`src/rtl/light_pkg.sv`:
```
// Shared types and default sizing for the light level controller.
package light_pkg;

  localparam int DEF_CHANNELS   = 4;
  localparam int DEF_LEVEL_W    = 3;
  localparam int DEF_MIN_LEVEL  = 0;
  localparam int DEF_MAX_LEVEL  = 4;
  localparam int DEF_INIT_LEVEL = 2;

  typedef logic [DEF_LEVEL_W-1:0] level_t;

  typedef enum logic {
    DIR_DOWN,
    DIR_UP
  } dir_e;

endpackage

```
`src/rtl/light_level_chan.sv`:
```
// One light channel: edge detect, hold/repeat stepping, saturating level.
// Idle auto-dim counter present only when LIGHT_AUTODIM_EN is defined.
module light_level_chan
  import light_pkg::*;
#(
  parameter int LEVEL_W       = DEF_LEVEL_W,
  parameter int MIN_LEVEL     = DEF_MIN_LEVEL,
  parameter int MAX_LEVEL     = DEF_MAX_LEVEL,
  parameter int INIT_LEVEL    = DEF_INIT_LEVEL,
  parameter int HOLD_CYCLES   = 8,
  parameter int REPEAT_CYCLES = 4
`ifdef LIGHT_AUTODIM_EN
  ,
  parameter int IDLE_CYCLES   = 64
`endif
) (
  input  logic               clk,
  input  logic               rst_n,
  input  logic               on,
  input  logic               up,
  input  logic               down,
  output logic [LEVEL_W-1:0] level
);

  localparam int CMAX =
    (HOLD_CYCLES > REPEAT_CYCLES) ?
    HOLD_CYCLES : REPEAT_CYCLES;
  localparam int CW = $clog2(CMAX + 1);

  localparam logic [LEVEL_W-1:0] LMIN =
    LEVEL_W'(MIN_LEVEL);
  localparam logic [LEVEL_W-1:0] LMAX =
    LEVEL_W'(MAX_LEVEL);
  localparam logic [CW-1:0] CHOLD =
    CW'(HOLD_CYCLES);
  localparam logic [CW-1:0] CREP =
    CW'(REPEAT_CYCLES);

  logic               req;
  dir_e               dir;
  logic               first;
  logic               step;
  logic               prev_req_q;
  logic               prev_req_d;
  dir_e               prev_dir_q;
  dir_e               prev_dir_d;
  logic [CW-1:0]      cnt_q;
  logic [CW-1:0]      cnt_d;
  logic               rep_q;
  logic               rep_d;
  logic [LEVEL_W-1:0] level_q;
  logic [LEVEL_W-1:0] level_d;

  always_comb begin
    req   = up ^ down;
    dir   = up ? DIR_UP : DIR_DOWN;
    first = req &&
            (!prev_req_q || prev_dir_q != dir);
    prev_req_d = req;
    prev_dir_d = dir;
    cnt_d   = cnt_q;
    rep_d   = rep_q;
    step    = 1'b0;
    level_d = level_q;
    // cnt_q == 0 means no press is being tracked
    if (!on || !req) begin
      cnt_d = '0;
      rep_d = 1'b0;
    end else if (first) begin
      step  = 1'b1;
      cnt_d = CW'(1);
      rep_d = 1'b0;
    end else if (cnt_q != '0) begin
      if (cnt_q == (rep_q ? CREP : CHOLD)) begin
        step  = 1'b1;
        cnt_d = CW'(1);
        rep_d = 1'b1;
      end else begin
        cnt_d = cnt_q + CW'(1);
      end
    end
    if (step) begin
      unique case (1'b1)
        (dir == DIR_UP && level_q != LMAX):
          level_d = level_q + LEVEL_W'(1);
        (dir == DIR_DOWN && level_q != LMIN):
          level_d = level_q - LEVEL_W'(1);
        default: level_d = level_q;
      endcase
    end
  end

`ifdef LIGHT_AUTODIM_EN
  localparam int IW = $clog2(IDLE_CYCLES);

  logic [IW-1:0] idle_q;
  logic [IW-1:0] idle_d;
  logic [LEVEL_W-1:0] dim_level;

  // any request clears idle, so user steps always win
  always_comb begin
    idle_d    = idle_q + IW'(1);
    dim_level = level_d;
    if (!on || req) begin
      idle_d = '0;
    end else if (idle_q == IW'(IDLE_CYCLES - 1)) begin
      idle_d = '0;
      if (level_q != LMIN)
        dim_level = level_q - LEVEL_W'(1);
    end
  end

  always_ff @(posedge clk or negedge rst_n) begin
    if (!rst_n) idle_q <= '0;
    else        idle_q <= idle_d;
  end
`endif

  always_ff @(posedge clk or negedge rst_n) begin
    if (!rst_n) begin
      prev_req_q <= 1'b0;
      prev_dir_q <= DIR_DOWN;
      cnt_q      <= '0;
      rep_q      <= 1'b0;
      level_q    <= LEVEL_W'(INIT_LEVEL);
    end else begin
      prev_req_q <= prev_req_d;
      prev_dir_q <= prev_dir_d;
      cnt_q      <= cnt_d;
      rep_q      <= rep_d;
`ifdef LIGHT_AUTODIM_EN
      level_q    <= dim_level;
`else
      level_q    <= level_d;
`endif
    end
  end

  assign level = level_q;

endmodule

```
`src/rtl/light_level_ctrl.sv`:
```
// Multi-channel brightness controller with shared-phase PWM outputs.
// Optional idle auto-dim enabled by defining LIGHT_AUTODIM_EN.
module light_level_ctrl
  import light_pkg::*;
#(
  parameter int CHANNELS      = DEF_CHANNELS,
  parameter int LEVEL_W       = DEF_LEVEL_W,
  parameter int MIN_LEVEL     = DEF_MIN_LEVEL,
  parameter int MAX_LEVEL     = DEF_MAX_LEVEL,
  parameter int INIT_LEVEL    = DEF_INIT_LEVEL,
  parameter int HOLD_CYCLES   = 8,
  parameter int REPEAT_CYCLES = 4
`ifdef LIGHT_AUTODIM_EN
  ,
  parameter int IDLE_CYCLES   = 64
`endif
) (
  input  logic                        clk,
  input  logic                        rst_n,
  input  logic                        on,
  input  logic [CHANNELS-1:0]         up_count,
  input  logic [CHANNELS-1:0]         down_count,
  output logic [CHANNELS*LEVEL_W-1:0] level,
  output logic [CHANNELS-1:0]         at_max,
  output logic [CHANNELS-1:0]         at_min,
  output logic [CHANNELS-1:0]         pwm_out
);

  logic [LEVEL_W-1:0]  lvl [CHANNELS];
  logic [LEVEL_W-1:0]  phase_q;
  logic [LEVEL_W-1:0]  phase_d;
  logic [CHANNELS-1:0] pwm_q;
  logic [CHANNELS-1:0] pwm_d;

  for (genvar i = 0; i < CHANNELS; i++) begin : g_chan
    light_level_chan #(
      .LEVEL_W       (LEVEL_W),
      .MIN_LEVEL     (MIN_LEVEL),
      .MAX_LEVEL     (MAX_LEVEL),
      .INIT_LEVEL    (INIT_LEVEL),
      .HOLD_CYCLES   (HOLD_CYCLES),
      .REPEAT_CYCLES (REPEAT_CYCLES)
`ifdef LIGHT_AUTODIM_EN
      ,
      .IDLE_CYCLES   (IDLE_CYCLES)
`endif
    ) u_chan (
      .clk   (clk),
      .rst_n (rst_n),
      .on    (on),
      .up    (up_count[i]),
      .down  (down_count[i]),
      .level (lvl[i])
    );

    assign level[i*LEVEL_W +: LEVEL_W] = lvl[i];
    assign at_max[i] =
      (lvl[i] == LEVEL_W'(MAX_LEVEL));
    assign at_min[i] =
      (lvl[i] == LEVEL_W'(MIN_LEVEL));
  end

  // phase free-runs so PWM stays aligned across on toggles
  always_comb begin
    if (phase_q == LEVEL_W'(MAX_LEVEL - 1))
      phase_d = '0;
    else
      phase_d = phase_q + LEVEL_W'(1);
    pwm_d = '0;
    for (int i = 0; i < CHANNELS; i++)
      pwm_d[i] = on & (phase_q < lvl[i]);
  end

  always_ff @(posedge clk or negedge rst_n) begin
    if (!rst_n) begin
      phase_q <= '0;
      pwm_q   <= '0;
    end else begin
      phase_q <= phase_d;
      pwm_q   <= pwm_d;
    end
  end

  assign pwm_out = pwm_q;

endmodule

```
`config.mk`:
```
export PLATFORM = sky130hd
export DESIGN_NAME = light_level_ctrl
export DESIGN_NICKNAME = d
export VERILOG_FILES = /design/src/rtl/light_pkg.sv /design/src/rtl/light_level_chan.sv /design/src/rtl/light_level_ctrl.sv
export SDC_FILE = /design/constraint.sdc
export NUM_CORES = 1
export LEC_CHECK = 0
export ABC_AREA = 1
export BUFFER_PORTS_ARGS = -buffer_cell sky130_fd_sc_hd__buf_2
export CORE_ASPECT_RATIO = 1.75
export CORE_UTILIZATION = 40
export CTS_CLUSTER_DIAMETER = 80
export DETAILED_ROUTE_END_ITERATION = 10
export PLACE_DENSITY = 0.57
export SETUP_SLACK_MARGIN = 0.5
export SLEW_MARGIN = 15
export SYNTH_ARGS = -nofsm -noshare
export SYNTH_HDL_FRONTEND = slang
export SYNTH_SLANG_ARGS = --single-unit
```
`constraint.sdc`:
```
create_clock -name clk -period 2.55 [get_ports clk]
set_input_delay 0.6375 -clock clk [delete_from_list [all_inputs] [get_ports clk]]
set_output_delay 0.6375 -clock clk [all_outputs]
set_load 0.05 [all_outputs]
```
==> metrics.txt <==
# TYPE chip_impl_metric gauge
chip_impl_metric{name="grt_first_pass_wirelength",unit="um"} 9790
chip_impl_metric{name="cts.clk_slew.worst_paths",unit="ns"} 0.06
chip_impl_info{name="layout.cells.most_common",value="nand2_1"} 1
chip_impl_metric{name="critPathMaxStageDelay",unit="ns"} 0.43
chip_impl_metric{name="p_per_area",unit="nW/um^2"} 1030
chip_impl_metric{name="post_cts_resize_count",unit=""} 0
chip_impl_metric{name="route.detailed.drc",unit=""} 0
chip_impl_metric{name="syn-mean-instance-area",unit="um^2"} 7.86
chip_impl_metric{name="grt_start_max_net_pins",unit=""} 48
chip_impl_metric{name="report.final.slew_viol_count",unit=""} 0
chip_impl_metric{name="netlist_area",unit="um^2"} 2840
chip_impl_metric{name="cellLeakagePower",unit="uW"} 0.00174
chip_impl_metric{name="fillerInstances",unit=""} 697
chip_impl_metric{name="cts_inserted_buffers",unit=""} 5
chip_impl_metric{name="fin_nets",unit=""} 433
chip_impl_metric{name="final_antenna_net_count",unit=""} 0
chip_impl_metric{name="post_cts_hold_buffer_count",unit=""} 0
chip_impl_metric{name="synth_warnings",unit=""} 0
chip_impl_metric{name="first_global_vias",unit=""} 2304
chip_impl_metric{name="post_cts.repair.setup_buffers",unit=""} 0
chip_impl_metric{name="routability_cong",unit=""} 0.759
chip_impl_metric{name="min_period_over_period",unit="%"} 77.4
chip_impl_info{name="setup.worst_path.end_class",value="output port"} 1
chip_impl_metric{name="worstPathMaxFanout",unit=""} 5
chip_impl_info{name="clock_root_cell",value="clkbuf_16"} 1
chip_impl_info{name="grt_setup_unrepaired",value="true"} 1
chip_impl_metric{name="arrival",unit="ns"} 1.34
chip_impl_metric{name="timing_worst_slew_pin_value",unit="ns"} 0.612
chip_impl_metric{name="dieHeight",unit="um"} 113
chip_impl_metric{name="grt_remaining_overflow",unit=""} 0
chip_impl_info{name="hold_path_class",value="input port to async pin"} 1
chip_impl_metric{name="synth_cell_types",unit=""} 26
chip_impl_metric{name="setup-tns-final",unit="ns"} 0
chip_impl_metric{name="syn_inst",unit=""} 361
chip_impl_metric{name="dp_hpwl",unit="um"} 4290
chip_impl_metric{name="finalSetupViolations",unit=""} 0
chip_impl_metric{name="synthesis.nets",unit=""} 393
chip_impl_metric{name="worstSkewPairLatency",unit="ns"} 0.29
chip_impl_metric{name="area_growth",unit="%"} 15.4
chip_impl_metric{name="timing.slew.headroom",unit="%"} 59.2
chip_impl_metric{name="cp_data_required_time",unit="ns"} 1.91
chip_impl_metric{name="insertedDiodeCount",unit=""} 0
chip_impl_metric{name="routed-via-count",unit=""} 2389
chip_impl_info{name="cp-start-kind",value="register"} 1
chip_impl_metric{name="clock_tree.htree_level_count",unit=""} 2
chip_impl_info{name="timing.critical_path.cells",value="nor2_1 > nand2_1 > inv_1 > clkbuf_4"} 1
chip_impl_metric{name="die_width",unit="um"} 65.7
chip_impl_metric{name="final_number_of_hold_violating_endpoints",unit=""} 0
chip_impl_metric{name="first_pass_iters",unit=""} 4
chip_impl_metric{name="final_area",unit="um^2"} 3280
chip_impl_metric{name="vdd_ir_drop_max",unit="V"} 0.000576
chip_impl_metric{name="cts.sinks",unit=""} 47
chip_impl_info{name="worst_path_max_delay_cell",value="dfrtp_1"} 1
chip_impl_metric{name="dp_worst_setup_slack",unit="ns"} 0.740
chip_impl_metric{name="postPlaceCellArea",unit="um^2"} 3120
chip_impl_metric{name="top_level_port_count",unit=""} 35
chip_impl_metric{name="number_of_antenna_violations_at_the_first_check_in_global_routing",unit=""} 0
chip_impl_info{name="criticalPathCategory",value="register to output port"} 1
chip_impl_metric{name="design.core.area",unit="um^2"} 6860
chip_impl_info{name="run_status",value="finished clean"} 1
chip_impl_metric{name="layout_min_cycle_time",unit="ns"} 1.97
chip_impl_info{name="cts_tree",value="built"} 1
chip_impl_metric{name="viasPerCell",unit=""} 4.92
chip_impl_metric{name="final_util",unit="%"} 47.8
chip_impl_metric{name="maxCapViolCount",unit=""} 0
chip_impl_metric{name="track_usage",unit="%"} 17.1
chip_impl_metric{name="port_buffers",unit=""} 34
chip_impl_metric{name="wirelength",unit="um"} 5630
chip_impl_metric{name="detail_route.iter0.violations",unit=""} 64
chip_impl_metric{name="number_of_storage_elements_in_the_synthesis_netlist",unit=""} 47
chip_impl_metric{name="starting_utilization_of_the_core_area",unit="%"} 41.4
chip_impl_metric{name="dieArea",unit="um^2"} 7450
chip_impl_metric{name="max_clock_freq",unit="MHz"} 506
chip_impl_metric{name="cts-root-to-sink-buffers",unit=""} 2
chip_impl_metric{name="final_layout_size_suffix_gt1_share",unit="%"} 15.9
chip_impl_info{name="layout_common_cells",value="nand2_1, inv_1, dfrtp_1"} 1
chip_impl_metric{name="yosysSeqAreaShare",unit="%"} 41.6
chip_impl_metric{name="row_count",unit=""} 40
chip_impl_metric{name="timing.final.ws_setup",unit="ns"} 0.576
chip_impl_metric{name="post-layout-total-power",unit="uW"} 3360
chip_impl_metric{name="avgRoutedWirePerCell",unit="um"} 11.6
chip_impl_metric{name="timing.clock.skew",unit="ns"} 0.00487
==> critical path: cells and delay by family, from the launching register on <==
family,cells,cell delay [ns]
buffers and inverters,2,0.29
DFF,1,0.43
and+or+nand+nor,2,0.33
==> synth_stat cells (all sizes together) <==
master,number,area share [%]
a21oi,11,1.9
clkbuf,2,0.35
dfrtp,43,38
dfstp,4,3.7
fa,4,2.8
ha,17,7.5
inv,51,6.7
nand2,108,15
nand3,26,4.8
nand3b,7,1.9
nand4,9,2.0
nor2,39,5.6
nor3,9,1.8
o211ai,4,1.1
o21a,1,0.26
o21ai,12,2.1
or2,1,0.22
xnor2,5,1.5
xor2,8,3.3
==> flip-flops by register name (all words and copies together), names as in the netlist <==
| register | count |
|---|---|
| g_chan.u_chan.cnt_q | 16 |
| g_chan.u_chan.level | 12 |
| g_chan.u_chan.prev_dir_q | 4 |
| g_chan.u_chan.prev_req_q | 4 |
| g_chan.u_chan.rep_q | 4 |
| phase_q | 3 |
| pwm_out | 4 |
==> where the power goes <==
| group | total [uW] | internal (uW) | switching, uW | leakage, uW |
|---|---|---|---|---|
| Clock | 646 | 362 | 283 | 0.0000669 |
| Sequential | 1030 | 897 | 129 | 0.000599 |
| Combinational | 1690 | 453 | 1240 | 0.00108 |
==> path summary, 6_finish.rpt <==
path	from	end	slack, ns	cells past startpoint
min reg2reg	g_chan[0].u_chan.level[1]	g_chan[0].u_chan.level[1]	0.47	2
min	rst_n	g_chan[2].u_chan.level[2]	0.43	2
max	g_chan[2].u_chan.level[0]	at_min[2]	0.58	4
max in group asynchronous	rst_n	g_chan[0].u_chan.prev_req_q	1.70	2
max reg2reg	g_chan[0].u_chan.level[1]	g_chan[0].u_chan.level[2]	0.85	8
min in group clk	g_chan[0].u_chan.level[1]	g_chan[0].u_chan.level[1]	0.47	2
==> cells by family after synthesis <==
kind of cell,Yosys count,synth area share [%]
xor+xnor,13,4.80
simple gates,199,30.8
flops,47,41.6
buf+inv,53,7.10
fa+ha+maj,21,10.3
compound gates,28,5.38
==> per-layer routing <==
layer | wire (um) | GRT usage (%) | vias up
li1 | - | - | 1226
met3 | 173 | 4.00 | 6
met1 | 2380 | 17.7 | 1126
met5 | 0 | 0 | -
met2 | 2980 | 32.2 | 31
met4 | 85 | 5.65 | 0
==> metrics by stage <==
step                      hold WS (ns)  std cells
after floorplan                  0.342        361
after global placement           0.463        478
after detailed placement         0.468        478
after CTS                        0.471        486
after global routing             0.492        486
final                            0.426        486
==> area by class of cell <==
class | count | area [um^2] | area share [%]
inverters | 51 | 191 | 5.84
clock buffers | 6 | 129 | 3.93
flip-flops and latches | 47 | 1180 | 36.1
multi-input cells | 261 | 1460 | 44.7
clock inverters | 2 | 12.5 | 0.382
repair buffers | 35 | 193 | 5.88
well taps | 84 | 105 | 3.21
Power figures use the tool's default switching activity.
